<file path="config.mk">
export PLATFORM = sky130hd
export DESIGN_NAME = id_stage
export DESIGN_NICKNAME = d
export VERILOG_FILES = /design/src/rtl/id_stage.sv
export SDC_FILE = /design/constraint.sdc
export NUM_CORES = 1
export LEC_CHECK = 0
export ABC_AREA = 1
export CORE_MARGIN = 2
export CORE_UTILIZATION = 51
export DETAILED_ROUTE_END_ITERATION = 7
export MAX_ROUTING_LAYER = met4
export PLACE_DENSITY = 0.77
export SYNTH_ARGS = -nofsm -noshare
export SYNTH_HDL_FRONTEND = slang
export SYNTH_SLANG_ARGS = --single-unit
</file>
<file path="constraint.sdc">
create_clock -name clk -period 1.6 [get_ports clk]
set_clock_uncertainty 0.1 [all_clocks]
set_input_delay 0.32 -clock clk [delete_from_list [all_inputs] [get_ports clk]]
set_output_delay 0.32 -clock clk [all_outputs]
set_load 0.02 [all_outputs]
</file>
<file path="src/rtl/id_stage.sv">
// Instruction decode stage.
// This stage decodes one 8-bit instruction per cycle and reads the 8-entry
// register file. A read returns the writeback data in the same cycle when the
// writeback targets the register being read.
// A jump redirects fetch combinationally. The stage then squashes the next
// FLUSH_CYCLES instructions, which came from the wrong path.
// Decoded operands are registered into the ID/EX boundary.
module id_stage #(
  parameter int DATA_W       = 8,
  parameter int FLUSH_CYCLES = 1
) (
  input  logic              clk,
  input  logic              reset,
  input  logic [7:0]        inst_code_in,
  input  logic [7:0]        PCline_in,
  input  logic              wb_en,
  input  logic [2:0]        wb_addr,
  input  logic [DATA_W-1:0] wb_data,
  output logic [7:0]        PC_j,
  output logic              PCsrc,
  output logic [1:0]        ex_op,
  output logic [2:0]        ex_rd_addr,
  output logic [DATA_W-1:0] ex_rs_data,
  output logic [DATA_W-1:0] ex_rd_data,
  output logic              ex_valid
);

  localparam int         NUM_REGS   = 8;
  localparam logic [1:0] OP_MOV     = 2'b00;
  localparam logic [1:0] OP_ADD     = 2'b01;
  localparam logic [1:0] OP_JMP     = 2'b11;
  // The squash counter is two bits wide, so FLUSH_CYCLES can be 1, 2 or 3.
  localparam logic [1:0] FLUSH_LOAD = 2'(FLUSH_CYCLES);

  // Instruction fields
  logic [1:0] op;
  logic [2:0] rd;
  logic [2:0] rs;
  logic [5:0] off;

  // Register file
  logic [DATA_W-1:0] rf_q [NUM_REGS];
  logic [DATA_W-1:0] rf_d [NUM_REGS];
  logic [DATA_W-1:0] rs_data;
  logic [DATA_W-1:0] rd_data;

  // Squash tracking
  logic [1:0] flush_cnt_q;
  logic [1:0] flush_cnt_d;
  logic       squash;
  logic       jump_taken;

  // ID/EX boundary
  logic [1:0]        ex_op_q;
  logic [1:0]        ex_op_d;
  logic [2:0]        ex_rd_addr_q;
  logic [2:0]        ex_rd_addr_d;
  logic [DATA_W-1:0] ex_rs_data_q;
  logic [DATA_W-1:0] ex_rs_data_d;
  logic [DATA_W-1:0] ex_rd_data_q;
  logic [DATA_W-1:0] ex_rd_data_d;
  logic              ex_valid_q;
  logic              ex_valid_d;

  // Split the instruction into fields; the jump offset overlaps rd/rs
  always_comb begin
    op  = inst_code_in[7:6];
    rd  = inst_code_in[5:3];
    rs  = inst_code_in[2:0];
    off = inst_code_in[5:0];
  end

  // Per-entry next value: writeback replaces the entry, otherwise it holds
  generate
    for (genvar gi = 0; gi < NUM_REGS; gi++) begin : g_rf_next
      assign rf_d[gi] = (wb_en && (wb_addr == 3'(gi))) ? wb_data : rf_q[gi];
    end
  endgenerate

  // Register file storage; reset restores the identity pattern reg[i] = i
  always_ff @(posedge clk) begin
    for (int i = 0; i < NUM_REGS; i++) begin
      if (reset) begin
        rf_q[i] <= DATA_W'(i);
      end else begin
        rf_q[i] <= rf_d[i];
      end
    end
  end

  // rf_d already contains this cycle's writeback. Reading from it gives the
  // write-through bypass without a separate compare.
  always_comb begin
    rs_data = rf_d[rs];
    rd_data = rf_d[rd];
  end

  // Jump resolution. A squashed JMP must not redirect fetch, and reset forces
  // the fetch interface to a quiet state.
  always_comb begin
    squash     = (flush_cnt_q != 2'd0);
    jump_taken = !reset && (op == OP_JMP) && !squash;
    PCsrc      = !jump_taken;
    if (reset) begin
      PC_j = 8'h00;
    end else begin
      PC_j = PCline_in + {{2{off[5]}}, off};
    end
  end

  // Squash counter next state. A taken jump arms the counter, and each
  // squashed slot counts it down. A squashed jump never re-arms it.
  always_comb begin
    flush_cnt_d = flush_cnt_q;
    if (jump_taken) begin
      flush_cnt_d = FLUSH_LOAD;
    end else if (squash) begin
      flush_cnt_d = flush_cnt_q - 2'd1;
    end
  end

  // Squash counter register; reset cancels any pending squash
  always_ff @(posedge clk) begin
    if (reset) begin
      flush_cnt_q <= 2'd0;
    end else begin
      flush_cnt_q <= flush_cnt_d;
    end
  end

  // ID/EX next values. The data fields always carry the decoded values, so
  // an invalid slot still holds defined data.
  always_comb begin
    ex_op_d      = op;
    ex_rd_addr_d = rd;
    ex_rs_data_d = rs_data;
    ex_rd_data_d = rd_data;
    ex_valid_d   = !squash && ((op == OP_MOV) || (op == OP_ADD));
  end

  // ID/EX register, loaded every cycle
  always_ff @(posedge clk) begin
    if (reset) begin
      ex_op_q      <= 2'd0;
      ex_rd_addr_q <= 3'd0;
      ex_rs_data_q <= '0;
      ex_rd_data_q <= '0;
      ex_valid_q   <= 1'b0;
    end else begin
      ex_op_q      <= ex_op_d;
      ex_rd_addr_q <= ex_rd_addr_d;
      ex_rs_data_q <= ex_rs_data_d;
      ex_rd_data_q <= ex_rd_data_d;
      ex_valid_q   <= ex_valid_d;
    end
  end

  // Drive the ID/EX outputs from their flops
  always_comb begin
    ex_op      = ex_op_q;
    ex_rd_addr = ex_rd_addr_q;
    ex_rs_data = ex_rs_data_q;
    ex_rd_data = ex_rd_data_q;
    ex_valid   = ex_valid_q;
  end

endmodule

</file>
==> impl_metrics.yaml, run 1 <==
grt:
  grt_pass1_vias: 5865
  met3_usage: 0.0678
  grt_max_degree: 34
  grtUsageMet2: 0.550
  grt_pass1_wl_um: 28100
  grt-ovfl-total: 0
  antenna_found_initial: 0
  grt_busiest_layer: "met2"
  grt_util_all_layers: 0.354
  grt_use_met1: 0.436
clock_network:
  cts_sinks: 88
  cts_buffers: 9
  clk_latency_ps: 380
  path_clk_slew_ps: 100
  clk_path_buf_depth: 2
  cts_tree: "done"
  root_buffer: "clkbuf_8"
  hold_buffers: 0
  h-tree-depth: 3
final_layout:
  drive_gt1_frac: 0.257
  final_nets: 1011
  areaGrowthSynthToFinish_pct: 43.8
  final_util: 0.745
  postLayoutCellArea_sq_mm: 0.00718
  nFillCells: 774
  register_area_sq_mm: 0.00176
  multi_input_area_sq_mm: 0.00319
power_and_ir_drop:
  power_density_mw_per_mm2: 776
  leakagePower_nw: 3.45
  ir_drop_mv: 0.669
logic_synthesis:
  netlist_instances: 815
  seq_area_frac_synth: 0.353
  yosys-top-cells-area: "dfxtp_1 (35%), nand2_1 (21%), nand3_1 (17%), nor2_1 (6.8%), inv_1 (3.1%)"
  synth_seq_cells: 88
  ys.warnings.count: 0
  ys_types: 30
  synth_area_leader_cell: "dfxtp_1"
  synth_top_area_share: 0.353
  synth_area_per_cell_sq_um: 6.13
  syn_nets: 854
  syn-cell-area_sq_mm: 0.00500
die:
  io_pins: 61
  num_rows: 36
  dieArea_sq_mm: 0.0106
  die_h_um: 103
  core_sq_mm: 0.00964
  start_util: 0.518
  die_w_um: 103
detailed_routing:
  viasPerCell: 5.77
  wl_per_cell_um: 17.0
  dr.pass1.iters: 8
  drt-initial-drc-count: 814
  finalWirelength_um: 18900
  drc_errors: 0
  vias: 6410
  ant_nets: 0
place:
  gp_congestion: 0.960
  post-place-ws_ps: -1170
  io_buffers: 60
  hpwlAfterDp_um: 11900
  post_dp_cell_area_sq_mm: 0.00661
worst_setup_path:
  cp-end-kind: "output pin"
  critPathKind: "primary input to output pin"
  worstPathRequired_ps: 1180
  start_kind: "primary input"
  cp.arrival_ps: 1530
  cp_max_fo: 4
timing:
  fmax_mhz: 514
  layout_setup_ws_ps: -345
  worstMarginPinSlew_ps: 445
  finalCritPeriodShare: 1.22
  slew_headroom: 0.704
  period_needed_ps: 1950
  rsz0062_at_grt: "yes"
  final-setup-viol-count: 8
  slew_violations: 0
  hold_viol: 0
outcome:
  violations: "setup timing"
  status: "complete, but fails checks"
run:
  max_cap_viol_count: 0
min_path:
  min_path_type: "primary input to register"
## cell families after synthesis
family / share of synthesized area
AOI/OAI and AO/OA: 0.0599
xor gates and xnor gates: 0.00175
adders and majority gates: 0.0240
buffers and inverters: 0.0781
DFF: 0.353
and+or+nand+nor: 0.484
## stage by stage
step,std cells,hold slack (ps),power [mW],setup TNS [ps]
after floorplan,815,297,3.20,-159
after global placement,1077,354,3.82,-40540
after detailed placement,1077,371,3.87,-43040
after CTS,1103,125,5.39,-1790
after global routing,1110,135,5.81,-2680
final,1111,124,5.57,-2190
## critical path, stage by stage
cell	delay (ps)
buf_6	100
ha_4	260
nand2_4	90
inv_2	50
nand4_1	90
nor3b_4	250
nand2_1	120
nand2_2	90
nor2_4	40
buf_6	120
## cells in the mapped netlist
master / n
a2111oi_0: 1
a21o_1: 1
a21oi_1: 18
a31oi_1: 2
and2_1: 8
buf_1: 6
buf_2: 6
buf_4: 4
buf_6: 2
clkbuf_1: 29
clkinv_1: 3
dfxtp_1: 88
fa_1: 1
ha_1: 8
inv_1: 41
inv_2: 3
nand2_1: 281
nand2_2: 4
nand2_4: 1
nand3_1: 171
nand4_1: 3
nor2_1: 91
nor2_2: 2
nor2_4: 3
nor3_1: 1
nor3b_1: 1
o211a_1: 1
o21ai_0: 20
o21ai_1: 14
xnor2_1: 1
## per-layer routing
metal / wire, um / vias to the layer above
li1: - / 2948
met1: 7150 / 2896
met2: 8660 / 463
met3: 2100 / 103
met4: 998 / 0
met5: 0 / -
## placed cells by master (no fill, tap or decap), drive strengths merged
cell type	Yosys	final
a2111oi	1	1
a21o	1	1
a21oi	18	18
a31oi	2	2
and2	8	8
buf	18	153
clkbuf	29	16
clkdlybuf4s50	0	10
clkinv	3	6
clkinvlp	0	1
dfxtp	88	88
diode	0	1
dlygate4sd2	0	24
fa	1	1
ha	8	8
inv	44	46
nand2	286	286
nand3	171	171
nand4	3	3
nor2	96	96
nor3	1	1
nor3b	1	1
o211a	1	1
o21ai	34	34
xnor2	1	1
## cell type report
type                       count  share of cell area
inverter                      47              0.0253
clock buffer                  10              0.0178
tap                          133              0.0232
multi-input combinational    633               0.444
antenna                        1            0.000348
clock inverter                 6             0.00749
timing repair buffer         193               0.237
sequential                    88               0.245
## flip-flops by register name, indices dropped and copies added, names as in the netlist
| signal | flops |
|---|---|
| ex_op | 2 |
| ex_rd_addr | 3 |
| ex_rd_data | 8 |
| ex_rs_data | 8 |
| ex_valid | 1 |
| flush_cnt_q | 2 |
| rf_q | 64 |
## worst paths after layout
check	depth (start not counted)	end	start	slack, ps
max	10	PC_j[5]	PCline_in[4]	-350
min	2	ex_valid$_SDFF_PP0_	inst_code_in[7]	120
max reg2reg	7	flush_cnt_q[1]$_SDFFE_PP0N_	flush_cnt_q[1]$_SDFFE_PP0N_	80
min reg2reg	2	rf_q[1][26]$_SDFF_PP1_	rf_q[1][26]$_SDFF_PP1_	400
## where the power goes
part / switching, mW / internal [mW]
clock network: 0.897 / 0.589
logic: 0.983 / 0.745
registers: 0.0490 / 2.31
## what timing repair did
action                     4_1_cts  5_1_grt
setup buffers                    9        3
pin swaps                       32       14
cloned                           1        4
setup endpoints to repair       72       25
gates resized for setup        179       44
No activity file was read; power rests on OpenSTA's default activity.
==> run 2, diff against run 1 <==
--- a/config.mk
+++ b/config.mk
@@ -6,6 +6,7 @@
 export NUM_CORES = 1
 export LEC_CHECK = 0
 export ABC_AREA = 1
+export CAP_MARGIN = 0
 export CORE_MARGIN = 2
 export CORE_UTILIZATION = 51
 export DETAILED_ROUTE_END_ITERATION = 7
==> results of run 2 <==
The final DEF is identical to that of run 1; final timing and power are the same.
==> run 3, diff against run 2 <==
--- a/config.mk
+++ b/config.mk
@@ -9,6 +9,7 @@
 export CAP_MARGIN = 0
 export CORE_MARGIN = 2
 export CORE_UTILIZATION = 51
+export CTS_CLUSTER_SIZE = 12
 export DETAILED_ROUTE_END_ITERATION = 7
 export MAX_ROUTING_LAYER = met4
 export PLACE_DENSITY = 0.77
==> results of run 3 <==
The final DEF is identical to that of run 1; final timing and power are the same.
